[src/rtl/fetch_stage.sv]
// fetch_stage: PC register, word-addressed instruction memory and IF/ID pipeline register
module fetch_stage #(
  parameter int          IMEM_DEPTH = 64,
  parameter logic [31:0] RESET_PC   = 32'h0000_0000,
  parameter logic [31:0] NOP        = 32'h0000_0000
) (
  input  logic                          clk,
  input  logic                          reset,
  input  logic                          stall,
  input  logic                          flush,
  input  logic                          redirect_valid,
  input  logic [31:0]                   redirect_pc,
  input  logic                          load_en,
  input  logic [$clog2(IMEM_DEPTH)-1:0] load_addr,
  input  logic [31:0]                   load_data,
  output logic [31:0]                   pc,
  output logic [31:0]                   if_id_instr,
  output logic [31:0]                   if_id_pc,
  output logic [31:0]                   if_id_pc_plus4,
  output logic                          if_id_valid,
  output logic [31:0]                   fetch_count
);
  localparam int AW = $clog2(IMEM_DEPTH);
  logic [31:0] mem [IMEM_DEPTH];
  logic [31:0] fetched;
  logic [31:0] pc_next;
  // Word index is in range only when every PC bit above the index field is zero
  always_comb begin
    fetched = ~|pc[31:AW+2] ? mem[pc[AW+1:2]] : NOP;
    pc_next = pc + 32'd4;
  end
  // Boot/test load port; the memory is never reset so loads during reset still land
  always_ff @(posedge clk) begin
    if (load_en) mem[load_addr] <= load_data;
  end
  // PC and IF/ID update with priority reset > redirect > stall > normal
  always_ff @(posedge clk) begin
    if (reset) begin
      pc             <= RESET_PC;
      if_id_instr    <= NOP;
      if_id_pc       <= 32'd0;
      if_id_pc_plus4 <= 32'd4;
      if_id_valid    <= 1'b0;
      fetch_count    <= 32'd0;
    end else if (redirect_valid) begin
      pc          <= {redirect_pc[31:2], 2'b00};
      if_id_instr <= NOP;
      if_id_valid <= 1'b0;
    end else if (stall) begin
      if (flush) begin
        if_id_instr <= NOP;
        if_id_valid <= 1'b0;
      end
    end else begin
      pc <= pc_next;
      if (flush) begin
        if_id_instr <= NOP;
        if_id_valid <= 1'b0;
      end else begin
        if_id_instr    <= fetched;
        if_id_pc       <= pc;
        if_id_pc_plus4 <= pc_next;
        if_id_valid    <= 1'b1;
        fetch_count    <= fetch_count + 32'd1;
      end
    end
  end
endmodule

[config.mk]
export PLATFORM = sky130hd
export DESIGN_NAME = fetch_stage
export DESIGN_NICKNAME = d
export VERILOG_FILES = /design/src/rtl/fetch_stage.sv
export SDC_FILE = /design/constraint.sdc
export NUM_CORES = 2
export LEC_CHECK = 0
export BUFFER_PORTS_ARGS = -buffer_cell sky130_fd_sc_hd__buf_2
export CAP_MARGIN = 40
export CORE_UTILIZATION = 64
export CTS_BUF_LIST = sky130_fd_sc_hd__clkbuf_4 sky130_fd_sc_hd__clkbuf_8
export CTS_CLUSTER_DIAMETER = 50
export DETAILED_ROUTE_END_ITERATION = 8
export PLACE_DENSITY = 0.82
export SYNTH_ARGS = -nofsm -noshare
export SYNTH_HDL_FRONTEND = slang
export SYNTH_SLANG_ARGS = --single-unit
[constraint.sdc]
create_clock -name clk -period 4.9 [get_ports clk]
set_clock_uncertainty 0.2 [all_clocks]
set_input_delay 0.245 -clock clk [delete_from_list [all_inputs] [get_ports clk]]
set_output_delay 0.245 -clock clk [all_outputs]
set_load 0.02 [all_outputs]
# [After elaboration in Yosys (flattened, before gate mapping)]
# Memory sizes are Yosys's and may differ from the RTL's. A register that Yosys moved wholly into a read port is not among the register bits.
# Index checks and enable logic that the tools add are counted.
[word_totals] regBits=161 ramBits=2048 output_inout_bits=161 elab_cells=31 n_memories=1
[classes] add_sub_neg=2 eq_ne=2 n_mux=13 bitwise_logic=3 n_reduce_logical=3
[memory_table] memory="mem" words=64 word_bits=32 read_ports=1 rd_clocked_by_memory_dff=1 wr=1 line="24" text="logic [31:0] mem [IMEM_DEPTH];"
[op_table] cell="32-bit 2-to-1 mux" count=6
[op_table] cell="32-bit by 1-bit adder with 32-bit output (second input constant)" count=1
[op_table] cell="32-bit by 3-bit adder with 32-bit output (second input constant)" count=1
[op_table] cell="24-bit OR reduction" count=1
[op_table] cell="6-bit 2-to-1 mux" count=2
[op_table] cell="1-bit 2-to-1 mux" count=5
[op_table] cell="2-bit by 1-bit inequality test with 1-bit output (second input constant)" count=2
[op_table] cell="1-bit NOT" count=3
[op_table] cell="3-bit AND reduction" count=1
[op_table] cell="2-bit OR reduction" count=1

# [Depth between registers and ports, before layout]
[depth] ltp_word=5 ltp_mapped=11 mapped_depth_nobuf=7

# [Least setup slack after synthesis]
# No wires, ideal clock.
[synth_path] path_type="in2reg" start="input port load_addr[4]" end="memory mem[36][0], enable pin" setup_time_ps=461 arrival_ps=3095 required_time_ps=4239 path_slack_ps=1144 cell_stages=4 n_path_buf=1 cell_sequence="clkbuf_1 nor4bb_1 nand2_1 nor3_1"
[synth_rtl] element="start, declared" line="14" text="input logic [$clog2(IMEM_DEPTH)-1:0] load_addr,"
[synth_rtl] element="end, declared" line="24"
# No word-level cell before the write port.

# [Worst setup path in the final report]
[layout_path] start="register pc[15]" end="register if_id_instr[13]"
[layout_via] elab_chain_len=4
[layout_rtl] element="start, declared" line="16" text="output logic [31:0] pc,"
[layout_rtl] element="start signal, assigned" line="46" text="pc <= {redirect_pc[31:2], 2'b00};"
[layout_rtl] element="start signal, assigned" line="55" text="pc <= pc_next;"
[layout_rtl] element="24-bit OR reduction" line="29" text="fetched = ~|pc[31:AW+2] ? mem[pc[AW+1:2]] : NOP;"
[layout_rtl] element="32-bit 2-to-1 mux" line="29"
[layout_rtl] element="32-bit 2-to-1 mux" line="56" text="if (flush) begin"
[layout_rtl] element="32-bit 2-to-1 mux" line="49" text="end else if (stall) begin"
[layout_rtl] element="end signal, assigned" line="60" text="if_id_instr <= fetched;"
[layout_rtl] element="end, declared" line="17" text="output logic [31:0] if_id_instr,"
# No other way between the ends.
# A chain may end at the register's enable or synchronous reset.

==> impl_metrics.tcl <==
set metrics [dict create \
    rsz0062_at_grt "no" \
    period_minus_slack_ps 3738 \
    cts_setup_buffers 0 \
    ir_drop_mv 0.3324 \
    fin_util_pct 75.12 \
    ys.flop_type "edfxtp_1" \
    cp_max_fo 11 \
    crit_required_ps 5600 \
    worstPathCellList "nor4_1 -> nand4_1 -> nor3_2 -> a21oi_1 -> a2111oi_0" \
    synthArstFlopShare_pct 0 \
    maxSlewViolCount 0 \
    cts_buffers 351 \
    vias 48810 \
    syn_avg_cell_area_um2 20.02 \
    critPathArrivalTime_ps 4440 \
    grt_first_pass_wirelength_mm 339.8 \
    critPathLaunch "pc[15]$_SDFFE_PP0N_" \
    hold_viol 0 \
    dieArea_um2 134100 \
    synth.most_common_cell "edfxtp_1" \
    io_pins 237 \
    viasPerCell 6.989 \
    path_clk_slew_ps 60 \
    wl_per_cell_um 34.28 \
    cp-start-kind "flip-flop" \
    ys_seq_area_share_pct 76.25 \
    die_y_um 366.2 \
    nFillCells 6645 \
    h-tree-depth 5 \
    p_leak_nw 31.63 \
    cts.sinks 2209 \
    synth_cell_types 73 \
    synth_enable_flop_cells 2048 \
    ys_seq_elements 2209 \
    netlist.area_leader.share_pct 72.46 \
    grt_overflow 0 \
    max_stage_delay_ps 990 \
    nNetsFinal 5033 \
    path_class "reg2reg" \
    end_kind "flip-flop" \
    ctsRootBufferMaster "clkbuf_8" \
    drc 0 \
    synth_warnings 0 \
    syn-cell-area_um2 84880 \
    io_buffers 228 \
    reg2reg_to "if_id_instr[13]$_SDFFE_PP0P_" \
    power_w 0.03878 \
    crit_path_top_delay_cell "nor3_2" \
    grt_pass1_vias 49500 \
    r2r_start "pc[15]$_SDFFE_PP0N_" \
    drt.antenna.violating_nets 0 \
    grt_max_degree 87 \
    worstMarginPinSlew_ps 992.3 \
    die_w_um 366.2 \
    antenna_found_initial 14 \
    cts_tree "built" \
    powerDensity_nw_per_um2 392.7 \
    period_share_pct 76.29 \
    setup_violations 0 \
    reg2reg_slack_ps 1160 \
    hold_ws_ps 50.46 \
    synth_cells 4239 \
    totalWireLength_mm 239.4 \
    max_freq_ghz 0.2675 \
    cts_buffer_depth 4 \
    start_util_pct 64.56 \
    coreArea_um2 131500 \
    slew_headroom_pct 33.69 \
    worstHoldPathType "in2reg" \
    rows 133 \
    area_growth_pct 16.35 \
    r2r_cells 5 \
    drv_cap 0 \
    synth.area.top_cells "edfxtp_1 72%, mux4_2 13%, dfxtp_1 3.8%, mux2i_1 1.3%, nor2_1 0.93%" \
    fin_tns_setup_ps 0 \
    drive_gt1_share_pct 30.58 \
    synth_top_area_cell "edfxtp_1" \
    status "completed" \
    drt_iter0_markers 8331 \
    dp_hpwl_mm 143.5 \
    dr.pass1.iters 9 \
    grtUsageTotal_pct 35.99 \
    gp_congestion 0.8793 \
    endpoint "if_id_instr[13]$_SDFFE_PP0P_" \
    clk_latency_ps 1030 \
    synth_common_cells "2048 x edfxtp_1, 493 x mux4_2, 211 x nor2_1" \
]
-- worst min-delay path by stage --
stage	end	cells after the start	start	slack [ps]
after floorplan	if_id_valid$_SDFFE_PP0P_	1	flush	120
after global placement	if_id_pc_plus4[23]$_SDFFE_PP0P_	2	if_id_pc_plus4[23]$_SDFFE_PP0P_	240
after CTS	mem[45][12]$_DFFE_PP_	2	load_data[12]	9
after global routing	mem[34][19]$_DFFE_PP_	2	load_data[19]	50
after detailed placement	if_id_pc[30]$_SDFFE_PP0P_	2	if_id_pc[30]$_SDFFE_PP0P_	240
final	mem[34][19]$_DFFE_PP_	2	load_data[19]	50
-- report_power, final --
part | total [W] | switching [W] | internal (W)
combinational | 0.00244 | 0.00146 | 0.000980
clock | 0.0155 | 0.00703 | 0.00844
sequential | 0.0209 | 0.000135 | 0.0207
total | 0.0388 | 0.00863 | 0.0302
-- cell type report --
cell class / count / area (um2) / area share [%]
Tap cell: 1755 / 2196 / 2.223
Multi-Input combinational cell: 1774 / 19430 / 19.67
Timing Repair Buffer: 614 / 5477 / 5.545
Clock inverter: 120 / 724.4 / 0.7336
Sequential cell: 2209 / 64740 / 65.56
Inverter: 5 / 18.77 / 0.01900
Clock buffer: 501 / 6157 / 6.235
Antenna cell: 5 / 12.51 / 0.01267
-- cells by family (layout without fill, tap and decap cells) --
family | Yosys count | in the layout | synth area share (%)
adders and majority gates | 2 | 2 | 0.02948
DFF | 2209 | 2209 | 76.25
other | 1 | 11 | 0.004418
muxes | 609 | 609 | 14.46
and+or+nand+nor | 649 | 649 | 3.581
AOI/OAI and AO/OA | 431 | 431 | 3.408
xor gates and xnor gates | 77 | 77 | 0.7946
buffers and inverters | 261 | 1240 | 1.468
-- critical path, delay by kind of cell, from the launching register on --
family | cells | cell delay (ps)
flip-flops | 1 | 450
AO/OA/AOI/OAI | 2 | 900
AND/OR/NAND/NOR | 3 | 2070
-- through the flow --
stage               worst slack (ps)  cell area [um2]  std cells
floorplan                       1144            84900       4244
global route                    1119            98750       6979
global placement                1294            89050       6137
finish                          1162            98760       6983
detailed placement              1288            90170       6189
CTS                             1252            98700       6975
-- cell usage in the layout, fill, tap and decap left out, drive strengths merged, types with 6 or more instances in the layout --
master,count
nand2,197
nand3,40
nor2b,21
a32oi,9
nor3,41
inv,6
o31ai,10
a22o,9
xnor2,34
nor4,24
dlygate4sd3,165
nand2b,22
a2111oi,14
mux2i,109
or2,6
nor2,211
mux2,7
clkinvlp,10
a31oi,14
nand4,20
conb,6
dfxtp,161
a311oi,10
buf,448
o22ai,96
xor2,43
a21oi,85
o21ai,35
clkbuf,501
clkinv,102
bufinv,7
edfxtp,2048
a211oi,47
and2,14
or3,20
and3,11
and4,9
a22oi,71
mux4,493
-- sequential cells by signal, summed over array words and instances, names as in the netlist, named ones only --
signal	count
fetch_count	32
if_id_instr	32
if_id_pc	30
if_id_pc_plus4	30
if_id_valid	1
mem	2048
pc	30
-- per-layer routing --
metal | vias to the layer above | share of wire [%] | GRT usage [%]
li1 | 18970 | - | -
met1 | 24280 | 32 | 46.75
met2 | 4624 | 46 | 54.63
met3 | 917 | 15 | 11.16
met4 | 18 | 6.4 | 20.48
met5 | - | 0.042 | 0
-- what timing repair did --
action,in CTS,in global routing
endpoints found under the hold margin,2394,0
resized for setup,0,0
hold buffers,165,0
Note: power is estimated with default switching activity, not from simulation.
